--- src/rtl/instruction_fetch_controller.sv ---
// Instruction fetch sequencer for the LEGv8 datapath.
// Holds a stable address for WAIT_CYCLES cycles, captures the word, hands it to decode.
module instruction_fetch_controller #(
    parameter int unsigned WAIT_CYCLES = 2,
    parameter logic [63:0] RESET_PC    = 64'h0
) (
    input  logic        CLK,
    input  logic        Reset,
    output logic [63:0] ImemAddress,
    input  logic [31:0] ImemData,
    output logic [31:0] Instruction,
    output logic [63:0] InstrPC,
    output logic        InstrValid,
    input  logic        InstrReady,
    input  logic        BranchTaken,
    input  logic [63:0] BranchTarget
);

    localparam int CW = (WAIT_CYCLES > 1) ? $clog2(WAIT_CYCLES) : 1;
    localparam logic [CW-1:0] LAST = CW'(WAIT_CYCLES - 1);
    localparam logic [63:0] PC0 = RESET_PC & ~64'h3;

    typedef enum logic {
        S_WAIT,
        S_VALID
    } state_t;

    state_t        state;
    logic [CW-1:0] cnt;
    logic [63:0]   pc;
    logic [63:0]   target;

    assign target      = BranchTarget & ~64'h3;
    assign ImemAddress = pc;

    // pc is the address register driven straight to memory
    always_ff @(posedge CLK or posedge Reset) begin
        if (Reset) begin
            pc          <= PC0;
            state       <= S_WAIT;
            cnt         <= '0;
            InstrValid  <= 1'b0;
            Instruction <= 32'h0;
            InstrPC     <= 64'h0;
        end else if (BranchTaken) begin
            pc         <= target;
            cnt        <= '0;
            InstrValid <= 1'b0;
            state      <= S_WAIT;
        end else begin
            unique case (state)
                S_WAIT: begin
                    if (cnt == LAST) begin
                        Instruction <= ImemData;
                        InstrPC     <= pc;
                        InstrValid  <= 1'b1;
                        cnt         <= '0;
                        state       <= S_VALID;
                    end else begin
                        cnt <= cnt + 1'b1;
                    end
                end
                S_VALID: begin
                    if (InstrReady) begin
                        InstrValid <= 1'b0;
                        pc         <= pc + 64'd4;
                        cnt        <= '0;
                        state      <= S_WAIT;
                    end
                end
                default: state <= S_WAIT;
            endcase
        end
    end

endmodule

--- config.mk ---
export PLATFORM = sky130hd
export DESIGN_NAME = instruction_fetch_controller
export DESIGN_NICKNAME = d
export VERILOG_FILES = /design/src/rtl/instruction_fetch_controller.sv
export SDC_FILE = /design/constraint.sdc
export NUM_CORES = 1
export LEC_CHECK = 0
export CAP_MARGIN = 20
export CORE_AREA = 5 5 99 139
export CTS_BUF_LIST = sky130_fd_sc_hd__clkbuf_8
export DETAILED_ROUTE_END_ITERATION = 8
export DIE_AREA = 0 0 104 144
export DONT_BUFFER_PORTS = 1
export GPL_ROUTABILITY_DRIVEN = 1
export PLACE_DENSITY = 0.82
export SYNTH_ARGS = -nofsm -noshare
export SYNTH_HDL_FRONTEND = slang
export SYNTH_SLANG_ARGS = --single-unit
--- constraint.sdc ---
create_clock -name CLK -period 5.3 [get_ports CLK]
set_input_delay 1.06 -clock CLK [delete_from_list [all_inputs] [get_ports CLK]]
set_output_delay 1.06 -clock CLK [all_outputs]
set_load 0.01 [all_outputs]
==> flow_metrics.tcl <==
set metrics [dict create \
    outcome "completed" \
    cp_max_fo 12 \
    grt.met3_usage_pct 7.64 \
    fin_skew_ps 11.9 \
    grt_pass1_wl_mm 28.0 \
    io_pins 261 \
    num_vias 5100 \
    drc_errors 0 \
    setup_viol 0 \
    holdPathStages 1 \
    top_usage_layer "met2" \
    ys_seq_area_share_pct 54.9 \
    synth_top_area_share_pct 54.9 \
    port_buffers 0 \
    cts_tree "done" \
    antenna_found_initial 0 \
    dr.pass1.iters 8 \
    final_max_slew_viol_count 0 \
    synth-seq-cells 159 \
    critPathKind "flop to flop" \
    synth_top_area_cell "dfrtp_1" \
    overflow 0 \
    numClockSinks 159 \
    ctsHoldBuffers 0 \
    comb_power_share_pct 12.7 \
    postCtsSetupRepairBufs 0 \
    place_congestion 0.772 \
    clk_latency_ps 440 \
    sw_frac_of_total_pct 33.0 \
    slew_headroom_pct 28.2 \
    viasPerCell 6.47 \
    track_usage_pct 22.9 \
    async_flop_share_pct 100 \
    crit_path_start_kind "flop" \
    syn_avg_cell_area_um2 11.4 \
    ys.flop_type "dfrtp_1" \
    end_kind "flop" \
    cts_max_path_buffers 2 \
    path_delay_family "simple AND/OR/NAND/NOR gates" \
    synth_edf_count 0 \
    p_total_mw 3.21 \
    syn_area_um2 7240 \
    dpl_cell_area_um2 7330 \
    wl_per_cell_um 22.5 \
    synthCells 634 \
    cts-htree-levels 4 \
    drt-initial-drc-count 330 \
    hold_class "flop to flop" \
    irDropWorstVdd_mv 0.293 \
    required_ps 5660 \
    use_met2_pct 40.1 \
    p_int_mw 2.15 \
    drive_above_1_share_pct 22.4 \
    dp_cells 755 \
    layout.nets 723 \
    crit_chain "nand4_1 -> nor4_1 -> nand2_1 -> or4b_1 -> a31oi_1" \
    reg2reg_depth 5 \
    design.core.area_um2 12500 \
    yosys-top-cells-area "dfrtp_1 55%, mux2_2 15%, nand2_1 3.0%" \
    fin_crit_sh_pct 57.1 \
    grt_pass1_vias 5333 \
    final_cell_count_no_fill 788 \
    fin_tns_setup_ps 0 \
    cp_num_buf_inv 0 \
    wirelength_mm 17.8 \
    worst_pin_slew_ps 1070 \
    design_area_um2 7750 \
    p_leak_nw 3.11 \
    diodes 0 \
    dp_hpwl_mm 12.3 \
    fin_util_pct 62.0 \
    power.density_nw_per_um2 414 \
    max_stage_delay_ps 930 \
    switchingPower_mw 1.06 \
    crit_arrival_ps 3380 \
    crit_cells 5 \
    seqPwrFrac_pct 59.3 \
    yosysUniqueCellTypes 44 \
    grtUsageMet1_pct 26.8 \
    fmax_mhz 331 \
    fp.dieH_um 144 \
    synth_warnings 0 \
    min_period_ps 3030 \
    clkSlewWorstSetupHoldPaths_ps 100 \
    maxCapViolations 0 \
    dieArea_um2 15000 \
    fin_ws_ps 2270 \
    clock-root-buffer "clkbuf_8" \
    pwr-share-clk_pct 28.0 \
    num-fill-cells 982 \
    start_util_pct 57.9 \
    post-place-ws_ps 1960 \
    rsz0062_at_grt "no" \
    rows 49 \
    syn2layout_area_growth_pct 6.98 \
    ant_nets 0 \
    fp.dieW_um 104 \
    cts_resized 0 \
    cts_buffers 17 \
    hold_viol 0 \
    cp_slowest_cell "nor4_1" \
    hold_ws_ps 482 \
    grt_max_degree 160 \
]
cell usage in the layout, fill, tap and decap left out, types with 2 or more instances in the layout:
cell type / synthesis / layout
dfrtp_1: 159 / 159
mux2_2: 96 / 96
nand2_1: 58 / 58
o21ai_0: 36 / 36
nor2_1: 27 / 26
nand3_1: 22 / 22
nand4_1: 19 / 19
a31oi_1: 19 / 19
xor2_1: 19 / 19
clkbuf_8: 0 / 18
xnor2_1: 15 / 15
inv_1: 13 / 12
or4_1: 12 / 12
o31ai_1: 12 / 12
nor3_1: 11 / 11
and4_1: 10 / 10
and3_1: 9 / 9
nor4_1: 9 / 9
nand2b_1: 7 / 7
o31a_1: 5 / 5
nor2b_1: 4 / 4
conb_1: 1 / 4
inv_8: 0 / 4
inv_6: 0 / 4
buf_4: 4 / 4
o41ai_1: 3 / 3
nand4b_1: 3 / 3
and2_1: 3 / 3
or3_1: 3 / 3
a22oi_1: 3 / 3
clkinv_4: 0 / 3
a31o_2: 2 / 2
a21oi_1: 2 / 2
clkinvlp_4: 0 / 2
o211ai_1: 2 / 2
power groups by stage:
stage | sequential (mW) | combinational, mW | clock (mW)
floorplan | 1.83 | 0.361 | 0
global placement | 1.91 | 0.378 | 0
detailed placement | 1.93 | 0.408 | 0
CTS | 1.91 | 0.409 | 0.918
global route | 1.94 | 0.455 | 0.975
finish | 1.90 | 0.409 | 0.898
synth_stat cells (4+ instances only):
master	n
clkbuf_1	28
o31ai_1	12
a31oi_1	19
and4_1	10
nor3_1	11
buf_1	4
xor2_1	19
nand3_1	22
nand2_1	58
nor2_1	27
nand4_1	19
mux2_2	96
dfrtp_1	159
o21ai_0	36
o31a_1	5
xnor2_1	15
or4_1	12
and3_1	9
buf_4	4
nor4_1	9
inv_1	13
nand2b_1	7
nor2b_1	4
sequential cells by signal (all words and copies together), names as in the netlist:
register     count
ImemAddress     62
Instruction     32
cnt              1
InstrPC         62
state            1
InstrValid       1
final timing paths:
check	start	end	slack, ps
worst max-delay path	ImemAddress[42]$_DFFE_PP0P_	ImemAddress[58]$_DFFE_PP0P_	2270
worst min-delay path	cnt$_DFFE_PP0P_	cnt$_DFFE_PP0P_	480
worst max register to register	ImemAddress[42]$_DFFE_PP0P_	ImemAddress[58]$_DFFE_PP0P_	2270
worst min register to register	cnt$_DFFE_PP0P_	cnt$_DFFE_PP0P_	480
max in group asynchronous	Reset	ImemAddress[34]$_DFFE_PP0P_	3940
min in group asynchronous	Reset	ImemAddress[43]$_DFFE_PP0P_	730
routing by layer:
metal	wire length, um	up-vias
li1	-	2258
met1	6550	2537
met2	9390	279
met3	1560	26
met4	255	0
met5	0	-
cells by family (layout without fill, tap and decap cells):
| family | Yosys count | count (layout) | share of synthesized area, % |
|---|---|---|---|
| buffers and inverters | 53 | 51 | 3.20 |
| AND/OR/NAND/NOR | 202 | 202 | 14.9 |
| XOR/XNOR | 34 | 34 | 4.11 |
| adder cells (fa/ha/maj) | 1 | 1 | 0.173 |
| flip-flops | 159 | 159 | 54.9 |
| AO/OA/AOI/OAI | 87 | 87 | 7.56 |
| multiplexers | 97 | 97 | 15.1 |
| other | 1 | 4 | 0.0518 |
layout make-up:
type	instances	area, um^2	share of cell area [%]
Multi-Input combinational cell	425	3050	39.4
Clock inverter	14	149	1.92
Inverter	13	52.6	0.678
Sequential cell	159	3980	51.3
Tap cell	153	191	2.47
Clock buffer	18	248	3.20
Timing Repair Buffer	6	77.6	1.00
(Power assumes the default switching activity.)
